### config.mk
export PLATFORM = sky130hd
export DESIGN_NAME = enc_bcd_counter
export DESIGN_NICKNAME = d
export VERILOG_FILES = /design/src/rtl/enc_pkg.sv /design/src/rtl/bcd_digit_updown.sv /design/src/rtl/enc_bcd_counter.sv
export SDC_FILE = /design/constraint.sdc
export NUM_CORES = 1
export LEC_CHECK = 0
export ABC_AREA = 1
export BUFFER_PORTS_ARGS = -buffer_cell sky130_fd_sc_hd__buf_2
export CORE_MARGIN = 10
export CORE_UTILIZATION = 50
export DETAILED_ROUTE_END_ITERATION = 10
export PLACE_DENSITY = 0.71
export REMOVE_ABC_BUFFERS = 1
export SYNTH_ARGS = -nofsm -noshare
export SYNTH_HDL_FRONTEND = slang
export SYNTH_SLANG_ARGS = --single-unit
export TNS_END_PERCENT = 10
### constraint.sdc
create_clock -name clk -period 1.78 [get_ports clk]
set_input_delay 0 -clock clk [delete_from_list [all_inputs] [get_ports clk]]
set_output_delay 0 -clock clk [all_outputs]
set_load 0.1 [all_outputs]
### src/rtl/enc_pkg.sv
// Types and constants shared by the encoder-driven BCD counter and its
// digit slices.
package enc_pkg;

  typedef logic [3:0] bcd_digit_t;

  typedef enum logic [1:0] {
    STEP_NONE = 2'b00,
    STEP_UP   = 2'b01,
    STEP_DN   = 2'b10
  } step_t;

  localparam bcd_digit_t BCD_MAX = 4'd9;

endpackage

### src/rtl/bcd_digit_updown.sv
// One combinational BCD digit slice. A carry increments the digit and a
// borrow decrements it, with a ripple out at 9->0 or 0->9.
module bcd_digit_updown
  import enc_pkg::*;
(
  input  bcd_digit_t digit_i,
  input  logic       carry_i,
  input  logic       borrow_i,
  output bcd_digit_t digit_o,
  output logic       carry_o,
  output logic       borrow_o
);

  always_comb begin
    digit_o  = digit_i;
    carry_o  = 1'b0;
    borrow_o = 1'b0;
    if (carry_i) begin
      // Using >= folds any corrupt A-F value back to 0 instead of letting it persist.
      if (digit_i >= BCD_MAX) begin
        digit_o = '0;
        carry_o = 1'b1;
      end else begin
        digit_o = digit_i + 4'd1;
      end
    end else if (borrow_i) begin
      if (digit_i == '0) begin
        digit_o  = BCD_MAX;
        borrow_o = 1'b1;
      end else begin
        digit_o = digit_i - 4'd1;
      end
    end
  end

endmodule

### src/rtl/enc_bcd_counter.sv
// Rotary-encoder step counter: accumulates cw/ccw strobes per direction and
// steps a packed-BCD count with saturate or wrap at the range limits.
module enc_bcd_counter
  import enc_pkg::*;
#(
  parameter int NUM_DIGITS      = 2,
  parameter int PULSES_PER_STEP = 4,
  parameter int WRAP            = 0
) (
  input  logic                    clk,
  input  logic                    reset_n,
  input  logic                    cw,
  input  logic                    ccw,
  input  logic                    clear,
  output logic [4*NUM_DIGITS-1:0] bcd_count,
  output logic [1:0]              step,
  output logic                    at_max,
  output logic                    at_min
);

  localparam int CW       = 4 * NUM_DIGITS;
  localparam int ACC_W    = $clog2(PULSES_PER_STEP + 1);
  localparam logic [ACC_W-1:0] ACC_LAST = ACC_W'(PULSES_PER_STEP - 1);
  localparam logic [CW-1:0]    ALL_NINE = {NUM_DIGITS{BCD_MAX}};

  logic [ACC_W-1:0]  acc_cw_q, acc_cw_d;
  logic [ACC_W-1:0]  acc_ccw_q, acc_ccw_d;
  logic [CW-1:0]     count_q, count_d, count_stepped;
  step_t             step_q, step_d;
  logic [NUM_DIGITS:0] carry, borrow;

  // A reversal discards partial progress; both strobes together are a glitch and hold.
  always_comb begin
    acc_cw_d  = acc_cw_q;
    acc_ccw_d = acc_ccw_q;
    step_d    = STEP_NONE;
    if (clear) begin
      acc_cw_d  = '0;
      acc_ccw_d = '0;
    end else if (cw && !ccw) begin
      acc_ccw_d = '0;
      if (acc_cw_q == ACC_LAST) begin
        acc_cw_d = '0;
        step_d   = STEP_UP;
      end else begin
        acc_cw_d = acc_cw_q + 1'b1;
      end
    end else if (ccw && !cw) begin
      acc_cw_d = '0;
      if (acc_ccw_q == ACC_LAST) begin
        acc_ccw_d = '0;
        step_d    = STEP_DN;
      end else begin
        acc_ccw_d = acc_ccw_q + 1'b1;
      end
    end
  end

  assign carry[0]  = (step_d == STEP_UP);
  assign borrow[0] = (step_d == STEP_DN);

  for (genvar g = 0; g < NUM_DIGITS; g++) begin : g_digit
    bcd_digit_updown u_digit (
      .digit_i  (count_q[4*g +: 4]),
      .carry_i  (carry[g]),
      .borrow_i (borrow[g]),
      .digit_o  (count_stepped[4*g +: 4]),
      .carry_o  (carry[g+1]),
      .borrow_o (borrow[g+1])
    );
  end

  // The ripple already produces the wrapped value; saturation just refuses it.
  always_comb begin
    count_d = count_stepped;
    if (clear) begin
      count_d = '0;
    end else if ((WRAP == 0) && (carry[NUM_DIGITS] || borrow[NUM_DIGITS])) begin
      count_d = count_q;
    end
  end

  always_ff @(posedge clk or negedge reset_n) begin
    if (!reset_n) begin
      acc_cw_q  <= '0;
      acc_ccw_q <= '0;
      count_q   <= '0;
      step_q    <= STEP_NONE;
    end else begin
      acc_cw_q  <= acc_cw_d;
      acc_ccw_q <= acc_ccw_d;
      count_q   <= count_d;
      step_q    <= step_d;
    end
  end

  assign bcd_count = count_q;
  assign step      = step_q;
  assign at_max    = (count_q == ALL_NINE);
  assign at_min    = (count_q == '0);

endmodule

==> results.yml, run 1 <==
run_status:
  status: "complete, no violations"
power:
  p_clk_share_pct: 15.1
  p_leak_nw: 0.829
  ir_drop_mv: 0.675
  p_sw_share_pct: 50.4
  combPwrFrac_pct: 54.3
  p_switching_uw: 759
  p_seq_share_pct: 30.6
  cellPowerDensity_mw_per_mm2: 987
  p_int_uw: 748
final_layout:
  post-route-util_pct: 61.6
  area_growth_pct: 17.8
  antennaDiodeCount: 0
  nets: 214
  drive_above_1_share_pct: 26.0
sta:
  setup_viol: 0
  tightest_slew_ns: 0.493
  fmax_ghz: 0.608
  setup_tns_ns: 0
  hold_viol: 0
  period_minus_slack_ns: 1.65
  finClkSkew_ns: 0.00285
  drv_slew: 0
  max-slew-margin-rel_pct: 67.4
  period_share_pct: 92.5
  rsz0062_at_grt: "yes"
cts:
  clock_latency_ns: 0.27
  clock-root-buffer: "clkbuf_4"
  htree_levels: 1
  path_clk_slew_ns: 0.09
  clock_path_buffers: 2
  cts_buffers: 3
  cts_tree: "yes"
  cts_num_sinks: 16
logic_synthesis:
  synthSimpleGateAreaFrac_pct: 45.4
  avgSynthCellArea_um2: 7.37
  synthAdderAreaFrac_pct: 7.72
  yosysSeqAreaShare_pct: 30.9
  synth_xor_area_share_pct: 1.35
  syn_inst: 176
  synth-seq-cells: 16
  ys_types: 22
  synth_warnings: 0
  synth_mux_area_share_pct: 0
  netlist_area_mm2: 0.00130
  synth-compound-area-share_pct: 5.98
  synth_top_family_by_area: "simple AND/OR/NAND/NOR gates"
worst_setup_path:
  reg2reg_to: "bcd_count[4]"
  start_kind: "flip-flop"
  crit_cells: 10
  rr_worst_depth: 10
  startpoint: "bcd_count[0]"
  r2r_setup_slack_ns: 0.13
  cp_cell_sequence: "buf_4, ha_1, nand3_1, nand2_2, nand2_4, nand2_4, nand3_4, nand2_2, nand2_1, nand2_1"
  arrival_ns: 1.82
  cp.required_ns: 1.95
  cp_top_family: "simple AND/OR/NAND/NOR gates"
  cp.buffers_inverters: 1
  endpoint: "bcd_count[4]"
  end_kind: "flip-flop"
  crit_type: "reg -> reg"
  cpMaxStageDelayCell: "dfrtp_1"
  crit_path_max_incr_delay_ns: 0.38
  r2r_start: "bcd_count[0]"
  cp_max_fo: 10
global_route:
  grt.total_usage_pct: 10.9
  grt_pass1_wl_um: 4710
  grt_pass1_vias: 1122
  grt_max_degree: 17
  grt_overflow_total: 0
  antenna_found_initial: 0
detailed_routing:
  drt_iter0_markers: 89
  wire_per_inst_um: 12.0
  dr_total_vias: 1195
  viasPerCell: 5.20
  antenna_left: 0
  drt_wl_total_um: 2770
  first_pass_iters: 4
  route.detailed.drc: 0
die:
  die_h_um: 70.9
  rows: 18
  die_w_um: 70.9
  coreArea_mm2: 0.00248
  dieArea_mm2: 0.00503
  io_pins: 17
  start_util_pct: 52.3
hold_path:
  hold_path_class: "in -> reg"
placed_design:
  place_congestion: 0.822
  port_buffers: 16
  hpwl_um: 2230
job:
  max-cap-violations: 0
==> metrics by stage <==
step,std cells,setup slack (ns),instance area [um2],hold slack [ns],power [mW]
6_report,230,0.134,1530,0.0292,1.51
5_1_grt,230,-0.0130,1530,0.0300,1.61
4_1_cts,230,0.00351,1510,0.0179,1.50
3_5_place_dp,224,0.149,1450,-0.0732,1.27
3_3_place_gp,224,0.192,1450,-0.0744,1.26
2_1_floorplan,173,-2.48,1270,-0.296,1.08
==> routing by layer <==
metal / up-vias / wire length (um) / global-route usage [%] / share of wire [%]
met5: - / 0 / 0 / 0
met1: 556 / 1260 / 12.7 / 46
li1: 622 / - / - / -
met2: 15 / 1420 / 19.7 / 51
met3: 2 / 66 / 1.39 / 2.4
met4: 0 / 17 / 3.66 / 0.61
==> cells by family after synthesis <==
logic type / count (synthesis)
AOI/OAI and AO/OA: 14
xor gates and xnor gates: 2
adders and majority gates: 8
buffers and inverters: 25
DFF: 16
and+or+nand+nor: 111
==> synthesized netlist by cell type, drive strengths merged <==
| master | instances | area (um2) |
|---|---|---|
| dfrtp | 16 | 400 |
| nand4 | 3 | 18.8 |
| nand2 | 52 | 233 |
| buf | 3 | 30.0 |
| a21oi | 6 | 30.0 |
| a311oi | 1 | 8.76 |
| ha | 8 | 100 |
| inv | 22 | 82.6 |
| nor4 | 1 | 6.26 |
| nor2 | 19 | 97.6 |
| nand3 | 36 | 233 |
| xor2 | 2 | 17.5 |
| o21ai | 7 | 38.8 |
==> cell type report <==
type                    instances  area (um2)
fillers                       224         951
multi-input cells             135         802
flip-flops and latches         16         400
repair buffers                 23         168
inverters                      22        82.6
well taps                      30        37.5
clock buffers                   4        36.3
==> placed cells by master, fill, tap and decap left out, types with 4 or more instances in the layout <==
master   count
inv_1       19
a21oi_1      6
dfrtp_1     16
nand3_2      4
nand2_1     45
buf_2       14
o21ai_0      6
nand2_4      4
nand3_1     29
nor2_2       5
nor2_1      13
buf_4        5
ha_1         6
==> sequential cells by signal (all words and copies together) (netlist names) <==
register	cells
acc_cw_q	3
step	2
bcd_count	8
acc_ccw_q	3
==> worst min path at each step <==
stage	startpoint	endpoint	slack, ns	cells past startpoint
after global routing	cw	step[0]	0.03	3
after detailed placement	reset_n	acc_cw_q[0]	-0.07	1
after floorplan	reset_n	acc_ccw_q[0]	-0.30	0
after CTS	cw	step[0]	0.02	3
after global placement	reset_n	acc_cw_q[0]	-0.07	1
final	cw	step[0]	0.03	3
==> timing repair <==
action / 4_1_cts / 5_1_grt
hold buffers: 2 / 0
endpoints found under the setup margin: 0 / 10
endpoints found under the hold margin: 17 / 0
gates resized for setup: 0 / 5
setup buffers: 0 / 0
==> worst register-to-register path, cell delays in order (launching register included) <==
cell	delay [ns]
dfrtp_1	0.38
buf_4	0.15
ha_1	0.21
nand3_1	0.16
nand2_2	0.11
nand2_4	0.13
nand2_4	0.06
nand3_4	0.13
nand2_2	0.09
nand2_1	0.07
nand2_1	0.05
==> power groups by stage <==
stage / Sequential [mW] / Combinational, mW / Clock, mW
floorplan: 0.703 / 0.372 / 0
global placement: 0.465 / 0.791 / 0
detailed placement: 0.468 / 0.801 / 0
CTS: 0.461 / 0.806 / 0.238
global route: 0.469 / 0.889 / 0.254
finish: 0.462 / 0.818 / 0.228
(Power assumes the default switching activity.)
==> run 2, diff against run 1 <==
--- a/config.mk
+++ b/config.mk
@@ -5,13 +5,13 @@
 export SDC_FILE = /design/constraint.sdc
 export NUM_CORES = 1
 export LEC_CHECK = 0
-export ABC_AREA = 1
 export BUFFER_PORTS_ARGS = -buffer_cell sky130_fd_sc_hd__buf_2
 export CORE_MARGIN = 10
 export CORE_UTILIZATION = 50
 export DETAILED_ROUTE_END_ITERATION = 10
 export PLACE_DENSITY = 0.71
 export REMOVE_ABC_BUFFERS = 1
+export SETUP_SLACK_MARGIN = 0.2
 export SYNTH_ARGS = -nofsm -noshare
 export SYNTH_HDL_FRONTEND = slang
 export SYNTH_SLANG_ARGS = --single-unit
==> results.yml, run 2 <==
run_status:
  status: "finished, violations left"
  failed_checks: "negative setup slack"
final_layout:
  drive_above_1_share_pct: 44.4
  final_common_cell: "buf_4"
  fillers: 163
  antennaDiodeCount: 0
  multi_input_area_um2: 866
  fin_area_mm2: 0.00171
  largest_register_ffs: 8
  nets: 194
  area_growth_pct: 41.9
  seq_area_um2: 402
  mostFrequentLayoutCells: "31 x buf_4, 15 x nor2_1, 15 x dfrtp_1"
logic_synthesis:
  synth_top_area_share_pct: 33.2
  synth_top_area_cell: "dfrtp_1"
  ys_top_cells_by_area: "dfrtp_1 33%, ha_1 8.3%, nor2_1 4.7%, a21oi_1 4.6%, mux2i_1 3.3%"
  synthArstFlopShare_pct: 100
  netlist_area_mm2: 0.00121
  synth-seq-cells: 16
  synth_warnings: 0
  avgSynthCellArea_um2: 9.01
  yosysSeqAreaShare_pct: 33.2
  ys_types: 44
  synth_edf_count: 0
  ys_top_cells_by_count: "16 x dfrtp_1, 15 x nor2_1, 11 x a21oi_1"
  yosys.cell_count.top_type: "dfrtp_1"
  synth_ff_type: "dfrtp_1"
  syn_inst: 134
worst_setup_path:
  cp_max_fo: 6
  r2r_start: "bcd_count[4]"
  start_kind: "flip-flop"
  cp.required_ns: 1.99
  endpoint: "bcd_count[6]"
  end_kind: "flip-flop"
  r2r_setup_slack_ns: -0.0003
  rr_worst_depth: 7
  startpoint: "bcd_count[4]"
  arrival_ns: 1.99
  reg2reg_to: "bcd_count[6]"
  crit_type: "reg -> reg"
cts:
  path_clk_slew_ns: 0.10
  clock_path_buffers: 2
  clock-root-buffer: "clkbuf_4"
  cts_num_sinks: 16
  cts_tree: "yes"
  htree_levels: 1
  clock_latency_ns: 0.31
  cts_buffers: 3
global_route:
  grt_pass1_wl_um: 5680
  gr-usage-met1_pct: 14.9
  busiest_layer: "met2"
  met2_usage_pct: 25.1
  grt_overflow_total: 0
  met3_usage_pct: 3.28
  antenna_found_initial: 0
  grt_pass1_vias: 1211
  grt.total_usage_pct: 13.8
  grt_max_degree: 19
placed_design:
  port_buffers: 16
  place_congestion: 0.832
  post-place-ws_ns: -0.123
  hpwl_um: 2320
  place_area_mm2: 0.00149
power:
  p_leak_nw: 0.788
  fin_total_pwr_uw: 977
  cellPowerDensity_mw_per_mm2: 571
  ir_drop_mv: 0.482
sta:
  setup_viol: 1
  finClkSkew_ns: 0.00551
  hold_ws_ns: 0.0901
  setup_tns_ns: -0.000303
  fmax_ghz: 0.562
  period_minus_slack_ns: 1.78
  timing.final.ws_setup_ns: -0.000303
  hold_viol: 0
  max-slew-margin-rel_pct: 66.6
  drv_slew: 0
  period_share_pct: 100
  rsz0062_at_grt: "yes"
  tightest_slew_ns: 0.504
hold_path:
  hold_path_class: "in -> reg"
detailed_routing:
  drt_wl_total_um: 3420
  dr_total_vias: 1218
  viasPerCell: 5.86
  drt_iter0_markers: 107
  first_pass_iters: 8
  antenna_left: 0
  wire_per_inst_um: 16.4
  route.detailed.drc: 0
job:
  max-cap-violations: 0
die:
  die_w_um: 69.1
  rows: 17
  die_h_um: 69.1
  coreArea_mm2: 0.00225
  start_util_pct: 53.6
  io_pins: 17
  dieArea_mm2: 0.00478
-- run 2: changes by cell type after synthesis, moves of 5 or more --
cell / previous run / this run
nand3_1: 30 / 5
a21oi_1: 6 / 11
inv_1: 19 / 8
nand2_1: 45 / 8
-- run 2: power by group --
group / internal [mW] / switching, mW
Combinational: 0.116 / 0.214
Clock: 0.125 / 0.132
Sequential: 0.376 / 0.0144
Total: 0.617 / 0.360
-- run 2: cell type report --
| class | instances | share of cell area (%) |
|---|---|---|
| sequential | 16 | 23.4 |
| timing repair buffer | 48 | 20.1 |
| multi-input combinational | 104 | 50.5 |
| inverter | 8 | 1.75 |
| tap | 28 | 2.05 |
| clock buffer | 4 | 2.12 |
-- run 2: timing repair --
item,in CTS,in global routing
pin swaps,12,3
endpoints found under the setup margin,10,10
endpoints found under the hold margin,16,0
resized for setup,25,4
hold buffers,1,0
setup buffers,5,3
-- run 2: stage by stage --
stage          utilization [%]  std cells
3_5_place_dp              65.9        195
6_report                  76.0        208
5_1_grt                   76.0        208
2_1_floorplan                -        128
4_1_cts                   73.8        205
3_3_place_gp              65.9        195
-- run 2: kinds of logic after synthesis --
| logic type | synth area share [%] |
|---|---|
| AND/OR/NAND/NOR | 27.9 |
| XOR/XNOR | 0.726 |
| flip-flops | 33.2 |
| adder cells (fa/ha/maj) | 8.29 |
| multiplexers | 3.32 |
| AO/OA/AOI/OAI | 22.1 |
| buffers and inverters | 4.56 |
-- run 2: how the worst min path moves through the flow --
stage / start / cells past startpoint / slack, ns / end
floorplan: reset_n / 0 / -0.30 / acc_ccw_q[0]
global placement: reset_n / 1 / -0.07 / acc_ccw_q[1]
detailed placement: reset_n / 1 / -0.06 / bcd_count[5]
CTS: cw / 3 / 0.07 / acc_ccw_q[1]
global route: clear / 2 / 0.11 / step[1]
finish: clear / 2 / 0.09 / bcd_count[1]
-- run 2: metal layers --
metal | up-vias | part of all wire, %
li1 | 581 | -
met1 | 580 | 40
met2 | 44 | 52
met3 | 13 | 5.2
met4 | 0 | 3.0
met5 | - | 0
-- run 2: critical path, cell delays in order, from the launching register on --
cell and delay (ns):
dfrtp_2 0.46, inv_2 0.09, ha_4 0.14, or3b_4 0.41, nand2_2 0.10, a311o_2 0.24, o21ai_1 0.08, a22o_1 0.18
